--- config.mk ---
export PLATFORM = sky130hd
export DESIGN_NAME = branch_resolve_unit
export DESIGN_NICKNAME = d
export VERILOG_FILES = /design/src/rtl/branch_resolve_unit.sv
export SDC_FILE = /design/constraint.sdc
export NUM_CORES = 1
export LEC_CHECK = 0
export ABC_AREA = 1
export BUFFER_PORTS_ARGS = -buffer_cell sky130_fd_sc_hd__buf_4
export CORE_UTILIZATION = 60
export DETAILED_ROUTE_END_ITERATION = 16
export GPL_ROUTABILITY_DRIVEN = 0
export PLACE_DENSITY = 0.91
export RECOVER_POWER = 50
export SYNTH_ARGS = -nofsm -noshare
export SYNTH_HDL_FRONTEND = slang
export SYNTH_SLANG_ARGS = --single-unit
--- constraint.sdc ---
create_clock -name clk -period 5.2 [get_ports clk]
set_input_delay 0.26 -clock clk [delete_from_list [all_inputs] [get_ports clk]]
set_output_delay 0.26 -clock clk [all_outputs]
set_load 0.005 [all_outputs]
--- src/rtl/branch_resolve_unit.sv ---
// branch_resolve_unit: tracks fetched branch predictions, resolves them in Execute, updates the BHT and flushes on mispredict.
// Define BRU_STATS_EN to build the saturating branch/mispredict statistics counters.
module branch_resolve_unit #(
    parameter int DEPTH        = 8,
    parameter int FLUSH_CYCLES = 2
) (
    input  logic        clk,
    input  logic        reset,
    input  logic        brF1,
    input  logic        brF2,
    input  logic [10:0] pcF1,
    input  logic [10:0] pcF2,
    input  logic        predF1,
    input  logic        predF2,
    input  logic        brE1,
    input  logic        brE2,
    input  logic [10:0] pcE1,
    input  logic [10:0] pcE2,
    input  logic        takenE1,
    input  logic        takenE2,
    input  logic [10:0] targetE1,
    input  logic [10:0] targetE2,
    output logic        upd_branch1,
    output logic        upd_branch2,
    output logic        upd_taken1,
    output logic        upd_taken2,
    output logic [10:0] upd_pc1,
    output logic [10:0] upd_pc2,
    output logic        fetch_stall,
    output logic        flush,
    output logic [10:0] redirect_pc,
    output logic        pc_mismatch,
    output logic [15:0] stat_branches,
    output logic [15:0] stat_mispredicts
);
    localparam int PW = $clog2(DEPTH);
    localparam int CW = PW + 1;

    typedef enum logic {IDLE, FLUSH} state_t;

    state_t        state_q, state_d;
    logic [2:0]    fc_q, fc_d;
    logic [11:0]   mem_q [DEPTH];
    logic [11:0]   mem_d [DEPTH];
    logic [PW-1:0] wr_q, wr_d, rd_q, rd_d;
    logic [CW-1:0] cnt_q, cnt_d;
    logic          upd_branch1_q, upd_branch1_d, upd_branch2_q, upd_branch2_d;
    logic          upd_taken1_q, upd_taken1_d, upd_taken2_q, upd_taken2_d;
    logic [10:0]   upd_pc1_q, upd_pc1_d, upd_pc2_q, upd_pc2_d;
    logic [10:0]   redirect_pc_q, redirect_pc_d;
    logic          pc_mismatch_q, pc_mismatch_d;

    logic          idle, push1, push2, v1, v2, has1, has2, pop1, pop2, mis1, mis2, bad1, bad2;
    logic [11:0]   ent1, ent2;

    assign idle        = state_q == IDLE;
    assign fetch_stall = cnt_q > CW'(DEPTH - 2);
    assign push1       = idle && !fetch_stall && brF1;
    assign push2       = idle && !fetch_stall && brF2;

    // An empty FIFO reads as a not-taken prediction and flags a PC mismatch.
    assign v1   = idle && brE1;
    assign has1 = cnt_q != '0;
    assign ent1 = mem_q[rd_q];
    assign pop1 = v1 && has1;
    assign mis1 = v1 && ((has1 && ent1[0]) != takenE1);
    assign bad1 = v1 && (!has1 || ent1[11:1] != pcE1);

    // Slot 2 is wrong-path once slot 1 mispredicts.
    assign v2   = idle && brE2 && !mis1;
    assign has2 = cnt_q > CW'(pop1);
    assign ent2 = mem_q[rd_q + PW'(pop1)];
    assign pop2 = v2 && has2;
    assign mis2 = v2 && ((has2 && ent2[0]) != takenE2);
    assign bad2 = v2 && (!has2 || ent2[11:1] != pcE2);

    always_comb begin
        state_d       = state_q;
        fc_d          = fc_q;
        mem_d         = mem_q;
        wr_d          = wr_q + PW'(push1) + PW'(push2);
        rd_d          = rd_q + PW'(pop1) + PW'(pop2);
        cnt_d         = cnt_q + CW'(push1) + CW'(push2) - CW'(pop1) - CW'(pop2);
        redirect_pc_d = redirect_pc_q;
        upd_branch1_d = v1;
        upd_branch2_d = v2;
        upd_taken1_d  = v1 && takenE1;
        upd_taken2_d  = v2 && takenE2;
        upd_pc1_d     = v1 ? pcE1 : 11'd0;
        upd_pc2_d     = v2 ? pcE2 : 11'd0;
        pc_mismatch_d = pc_mismatch_q | bad1 | bad2;
        if (push1) mem_d[wr_q] = {pcF1, predF1};
        if (push2) mem_d[wr_q + PW'(push1)] = {pcF2, predF2};
        if (idle && (mis1 || mis2)) begin
            state_d       = FLUSH;
            fc_d          = 3'(FLUSH_CYCLES - 1);
            wr_d          = '0;
            rd_d          = '0;
            cnt_d         = '0;
            redirect_pc_d = mis1 ? (takenE1 ? targetE1 : pcE1 + 11'd1)
                                 : (takenE2 ? targetE2 : pcE2 + 11'd1);
        end else if (!idle) begin
            fc_d = fc_q - 3'd1;
            if (fc_q == '0) begin
                state_d       = IDLE;
                redirect_pc_d = '0;
            end
        end
    end

    always_ff @(posedge clk or negedge reset) begin
        if (!reset) begin
            state_q       <= IDLE;
            fc_q          <= '0;
            mem_q         <= '{default: '0};
            wr_q          <= '0;
            rd_q          <= '0;
            cnt_q         <= '0;
            redirect_pc_q <= '0;
            upd_branch1_q <= 1'b0;
            upd_branch2_q <= 1'b0;
            upd_taken1_q  <= 1'b0;
            upd_taken2_q  <= 1'b0;
            upd_pc1_q     <= '0;
            upd_pc2_q     <= '0;
            pc_mismatch_q <= 1'b0;
        end else begin
            state_q       <= state_d;
            fc_q          <= fc_d;
            mem_q         <= mem_d;
            wr_q          <= wr_d;
            rd_q          <= rd_d;
            cnt_q         <= cnt_d;
            redirect_pc_q <= redirect_pc_d;
            upd_branch1_q <= upd_branch1_d;
            upd_branch2_q <= upd_branch2_d;
            upd_taken1_q  <= upd_taken1_d;
            upd_taken2_q  <= upd_taken2_d;
            upd_pc1_q     <= upd_pc1_d;
            upd_pc2_q     <= upd_pc2_d;
            pc_mismatch_q <= pc_mismatch_d;
        end
    end

    assign flush       = state_q == FLUSH;
    assign redirect_pc = redirect_pc_q;
    assign upd_branch1 = upd_branch1_q;
    assign upd_branch2 = upd_branch2_q;
    assign upd_taken1  = upd_taken1_q;
    assign upd_taken2  = upd_taken2_q;
    assign upd_pc1     = upd_pc1_q;
    assign upd_pc2     = upd_pc2_q;
    assign pc_mismatch = pc_mismatch_q;

`ifdef BRU_STATS_EN
    logic [15:0] stat_branches_q, stat_branches_d, stat_mispredicts_q, stat_mispredicts_d;
    logic [16:0] br_sum, mp_sum;

    always_comb begin
        br_sum             = {1'b0, stat_branches_q} + 17'(v1) + 17'(v2);
        mp_sum             = {1'b0, stat_mispredicts_q} + 17'(mis1 || mis2);
        stat_branches_d    = br_sum[16] ? 16'hFFFF : br_sum[15:0];
        stat_mispredicts_d = mp_sum[16] ? 16'hFFFF : mp_sum[15:0];
    end

    always_ff @(posedge clk or negedge reset) begin
        if (!reset) begin
            stat_branches_q    <= '0;
            stat_mispredicts_q <= '0;
        end else begin
            stat_branches_q    <= stat_branches_d;
            stat_mispredicts_q <= stat_mispredicts_d;
        end
    end

    assign stat_branches    = stat_branches_q;
    assign stat_mispredicts = stat_mispredicts_q;
`else
    assign stat_branches    = '0;
    assign stat_mispredicts = '0;
`endif
endmodule

Word-level counts from Yosys, hierarchy flattened
Cells that the tools add are included.
{"block": "op_classes", "mux": 30, "bitwise_logic": 7, "add_sub_neg": 11, "eq_ne": 4, "magnitude_cmp": 8, "n_reduce_logical": 31}
{"op": "96-bit bitwise mux", "count": 2}
{"op": "96-bit 2-to-1 mux", "count": 2}
{"op": "11-bit 2-to-1 mux", "count": 8}
{"op": "12-bit binary-select mux with 3-bit select", "count": 2}
{"op": "12-bit demux with 3-bit select", "count": 2}
{"op": "12-bit 2-to-1 mux", "count": 6}
{"op": "11-bit by 1-bit adder with 11-bit output (second input constant)", "count": 2}
{"op": "11-bit != test", "count": 2}
{"op": "1-bit logical AND", "count": 19}
{"op": "4-bit >= comparator (second input constant)", "count": 4}
{"op": "3-bit NOT with 4-bit output", "count": 4}
{"op": "3-bit by 1-bit adder with 3-bit output", "count": 4}
{"op": "3-bit 2-to-1 mux", "count": 4}
{"op": "4-bit by 1-bit adder with 4-bit output", "count": 2}
{"op": "4-bit by 1-bit < comparator with 1-bit output (second input constant)", "count": 2}
{"op": "4-bit by 1-bit subtractor with 4-bit output", "count": 2}
{"op": "4-bit by 1-bit greater-than comparator with 1-bit output", "count": 1}
{"op": "4-bit by 3-bit greater-than comparator with 1-bit output (second input constant)", "count": 1}
{"op": "1-bit zero test", "count": 4}
{"op": "4-bit 2-to-1 mux", "count": 1}
{"op": "2-bit nonzero test", "count": 2}
{"op": "4-bit nonzero test", "count": 1}
{"op": "3-bit zero test", "count": 1}
{"op": "1-bit logical OR", "count": 3}
{"op": "other kinds (6)", "count": 10}
{"block": "word_totals", "inputBits": 76, "ff_bits": 148, "word_cells": 112, "out_inout_bits": 72}

Logic depth before layout (Yosys ltp)
{"block": "depth", "depth_word": 15, "depth_mapped": 24, "depth_no_buf": 23}

Least setup slack after synthesis
No wires, ideal clock.
{"block": "synth_path", "kind": "reg2reg", "startpoint": "register cnt_q[2]", "endpoint": "register cnt_q[2]", "slack_ns": 1.862, "path_buffers": 0, "arrival_time_ns": 3.218, "period_less_slack_ns": 3.338, "setup_ns": 0.120, "required_time_ns": 5.080, "stages_incl_launch_ff": 23, "cell_sequence": "dfrtp_1 -> inv_1 -> ha_1 -> inv_1 -> nor2_1 -> inv_1 -> nor2_1 -> nor2_1 -> ha_1 -> o21ai_0 -> nand3_1 -> inv_1 -> nand2_1 -> nand2_1 -> inv_1 -> ha_1 -> inv_1 -> fa_1 -> inv_1 -> ha_1 -> fa_1 -> inv_1 -> nor2_1"}
{"block": "synth_via", "elab_chain_cells": 13, "word_cells_on_any_way": 29, "classes_between": "5 x add/sub; 2 x order compare; 2 x eq/ne; 4 x mux; 1 x bitwise; 15 x reduce/logical"}
{"item": "start, declared", "line_no": "46", "rtl": "logic [CW-1:0] cnt_q, cnt_d;"}
{"item": "start signal, assigned", "line_no": "133", "rtl": "cnt_q <= cnt_d;"}
{"item": "branches (longest 12 deep; another with 4-bit by 3-bit greater-than comparator with 1-bit output)"}
{"item": "4-bit 2-to-1 mux (*)", "line_no": "94", "rtl": "if (idle && (mis1 || mis2)) begin"}
{"item": "net cnt_d[2]", "line_no": "46"}
Mark *: on every way through the listed nets, which the timed path passes. The select of a mux whose other input is x is not followed.
A chain may end at the register's enable or synchronous reset.

Worst setup path after layout
{"block": "layout_path", "startpoint": "register state_q (netlist: flush)", "endpoint": "register cnt_q[3]"}
{"block": "layout_via", "elab_chain_cells": 14, "word_cells_on_any_way": 27, "classes_between": "5 x add/sub; 1 x order compare; 1 x eq/ne; 4 x mux; 2 x bitwise; 14 x reduce/logical"}
{"item": "start, declared", "line_no": "41", "rtl": "state_t state_q, state_d;"}
{"item": "start signal, assigned", "line_no": "128", "rtl": "state_q <= state_d;"}
{"item": "1-bit NOT (*)", "line_no": "56", "rtl": "assign idle = state_q == IDLE;"}
{"item": "branches (longest 12 deep; another with 4-bit by 1-bit adder with 4-bit output)"}
{"item": "4-bit 2-to-1 mux (*)", "line_no": "94"}
{"item": "net cnt_d[3]", "line_no": "46"}
Marks and branches as above.

==> impl_metrics.env <==
export IMPL_status="complete, but fails checks"
export IMPL_failed_checks="max-capacitance violations, max-slew violations"
export IMPL_rsz0062_at_grt="false"
export IMPL_ctsLongestPathBuffers=2
export IMPL_slowest_stage="dfrtp_1"
export IMPL_first_pass_iters=6
export IMPL_post_route_util_pct=68.3
export IMPL_synthArstFlopShare_pct=100
export IMPL_worstHoldStart="pcF2[2]"
export IMPL_yosysTopAreaCell="dfrtp_1"
export IMPL_synth_warnings=0
export IMPL_r2r_setup_slack_ns=1.13
export IMPL_cts_buffers=17
export IMPL_die_area_um2=17300
export IMPL_post_dp_cell_area_um2=10700
export IMPL_critPathMaxStageDelay_ns=0.48
export IMPL_drt_total_wl_um=33400
export IMPL_core_um2=16500
export IMPL_drc=0
export IMPL_grt_first_pass_wirelength_um=52300
export IMPL_fin_crit_sh_pct=78.3
export IMPL_required_ns=5.55
export IMPL_cts_tree="built"
export IMPL_start_util_pct=61.0
export IMPL_crit_end="cnt_q[3]"
export IMPL_pwr_share_seq_pct=30.2
export IMPL_postLayoutCellArea_um2=11300
export IMPL_rows=47
export IMPL_timing_rr_start="flush"
export IMPL_synth_edf_count=0
export IMPL_setup_viol=0
export IMPL_totalPowerFinal_mw=6.58
export IMPL_crit_fanout=15
export IMPL_clkPwrFrac_pct=18.2
export IMPL_cts_root_buf="clkbuf_16"
export IMPL_post_cts_setup_buffer_count=0
export IMPL_die_y_um=132
export IMPL_yosys_top_cells_area="dfrtp_1, nand2_1, nand3_1, o21ai_0, nor2_1"
export IMPL_grt_pass1_vias=10000
export IMPL_insertion_delay_ns=0.44
export IMPL_diodes=0
export IMPL_cp_start_kind="flop"
export IMPL_nets=1658
export IMPL_syn_area_per_cell_um2=6.66
export IMPL_switching_share_pct=48.2
export IMPL_yosysUniqueCellTypes=34
export IMPL_power_frac_comb_pct=51.6
export IMPL_synth_flop_cell="dfrtp_1"
export IMPL_synth_commonest_cells="nand2_1, nand3_1, nor2_1"
export IMPL_p_sw_mw=3.17
export IMPL_cp_depth=18
export IMPL_drive_gt1_share_pct=10.9
export IMPL_cp_common_cell="inv_1"
export IMPL_fillers=1338
export IMPL_max_slew_worst_pin_slew_ns=3.88
export IMPL_r2r_end="cnt_q[3]"
export IMPL_max_cap_viol_count=1
export IMPL_min_path_cells=3
export IMPL_synthesis_area_um2=10100
export IMPL_power_static_leakage_nw=5.61
export IMPL_vias=11100
export IMPL_period_needed_ns=4.07
export IMPL_yosysMostFrequentCell="nand2_1"
export IMPL_first_iter_violations=1713
export IMPL_worstSetupEndpointType="flop"
export IMPL_grt_max_degree=69
export IMPL_hp_class="in2reg"
export IMPL_via_per_inst=6.18
export IMPL_p_per_area_nw_per_um2=583
export IMPL_path_clk_slew_ns=0.07
export IMPL_critPathBufInv=5
export IMPL_critPathTopFamily="adder cells"
export IMPL_relSlewSlack_pct=-159
export IMPL_crit_start="flush"
export IMPL_hold_violations=0
export IMPL_h_tree_depth=4
export IMPL_grt_total_usage_pct=38.6
export IMPL_seq_area_frac_synth_pct=36.7
export IMPL_setup_ws_ns=1.13
export IMPL_synth_cells=1514
export IMPL_die_w_um=132
export IMPL_synthDominantCellAreaShare_pct=36.7
export IMPL_fmax_ghz=0.246
export IMPL_io_buffer_count=115
export IMPL_post_place_ws_ns=1.27
export IMPL_skew_ns=0.00779
export IMPL_drt_wirelength_per_cell_um=18.6
export IMPL_slew_violations=69
export IMPL_syn2layout_area_growth_pct=11.8
export IMPL_postSynthRegisterBits=148
export IMPL_crit_chain="inv_1, nand2_1, nor2_1, ha_1, o21ai_0, nand3_1, inv_1, nand2_1, nand2_1, inv_1, ha_1, inv_1, fa_1, inv_1, ha_1, fa_1, xor2_1, nor2_1"
export IMPL_antenna_found_initial=0
export IMPL_max_vdd_ir_drop_uv=341
export IMPL_overflow=0
export IMPL_worstSetupPathType="reg2reg"
export IMPL_cts_sinks=148
export IMPL_detail_route_antenna_nets=0
export IMPL_pin_count=148
export IMPL_cp_arrival_ns=4.42
export IMPL_hpwlAfterDp_um=22600
export IMPL_p_int_mw=3.41
export IMPL_setup_tns_ns=0
export IMPL_worstRegToRegCells=18
cells by family after synthesis:
| logic type | count (synthesis) | synth area share [%] |
|---|---|---|
| AO/OA/AOI/OAI | 281 | 15.1 |
| flip-flops | 148 | 36.7 |
| multiplexers | 1 | 0.0992 |
| other | 1 | 0.0372 |
| buffers and inverters | 270 | 12.3 |
| AND/OR/NAND/NOR | 789 | 32.8 |
| XOR/XNOR | 4 | 0.347 |
| adder cells (fa/ha/maj) | 20 | 2.63 |
registers in the layout, summed over array words and instances, names as in the netlist:
| signal | count |
|---|---|
| upd_pc1 | 11 |
| cnt_q | 4 |
| mem_q | 96 |
| flush | 1 |
| fc_q | 3 |
| wr_q | 3 |
| upd_taken1 | 1 |
| rd_q | 3 |
| upd_branch2 | 1 |
| pc_mismatch | 1 |
| upd_taken2 | 1 |
| upd_branch1 | 1 |
| upd_pc2 | 11 |
| redirect_pc | 11 |
final cells by class:
cell class / count / area [µm²] / share of cell area [%]
Multi-Input combinational cell: 1127 / 5260 / 46.7
Sequential cell: 148 / 3700 / 32.8
Timing Repair Buffer: 130 / 956 / 8.47
Inverter: 138 / 518 / 4.59
Clock buffer: 19 / 443 / 3.93
Tap cell: 220 / 275 / 2.44
Clock inverter: 13 / 123 / 1.09
routing by layer:
layer / part of all wire (%) / up-vias / wire, µm / track usage [%]
met5: 0 / - / 0 / 0
met4: 5.3 / 0 / 1770 / 20.9
met3: 15 / 173 / 5070 / 12.3
met2: 43 / 962 / 14500 / 57.0
met1: 36 / 4989 / 12100 / 50.4
li1: - / 4971 / - / -
metrics by stage:
step / cells / hold WS [ns]
2_1_floorplan: 1545 / -0.0356
3_3_place_gp: 1762 / 0.292
3_5_place_dp: 1762 / 0.297
4_1_cts: 1795 / 0.0952
5_1_grt: 1795 / 0.119
6_report: 1795 / 0.0957
power by group through the flow:
stage               registers [mW]  logic, mW  clock network [mW]
global placement              1.95       3.12                   0
global route                  2.02       3.74                1.24
CTS                           1.96       3.29                1.20
finish                        1.99       3.39                1.20
floorplan                     1.84       2.44                   0
detailed placement            1.98       3.24                   0
cell usage in the layout, fill, tap and decap left out, types with 4 or more instances in the layout:
master and n:
dfrtp_1 148, a21oi_1 50, nand2_1 413, clkbuf_1 7
ha_1 18, inv_6 5, conb_1 32, o21ai_0 146
clkinvlp_4 4, inv_1 132, clkbuf_4 34, clkbuf_16 17
inv_2 6, buf_4 89, nand3_1 180, a22oi_1 4
nand2_2 5, nand4_1 13, o211ai_1 6, nor2_1 165
a31oi_1 72
what timing repair did:
item,in CTS,in global routing
gates resized for setup,0,0
endpoints found under the hold margin,66,0
setup endpoints to repair,0,0
hold buffers,1,0
how the worst min path moves through the flow:
stage / endpoint / slack, ns
after floorplan: cnt_q[0] / -0.04
after global placement: upd_pc2[3] / 0.29
after detailed placement: upd_pc2[3] / 0.30
after CTS: mem_q[87] / 0.1
after global routing: upd_pc2[2] / 0.12
final: mem_q[87] / 0.1
worst register-to-register path: stages (launching register included):
cell and delay (ns):
dfrtp_1 0.48, inv_1 0.18, nand2_1 0.39, nor2_1 0.32, ha_1 0.28, o21ai_0 0.34, nand3_1 0.20, inv_1 0.11
nand2_1 0.06, nand2_1 0.06, inv_1 0.04, ha_1 0.28, inv_1 0.07, fa_1 0.16, inv_1 0.05, ha_1 0.22
fa_1 0.42, xor2_1 0.16, nor2_1 0.16
Power figures use the tool's default switching activity.
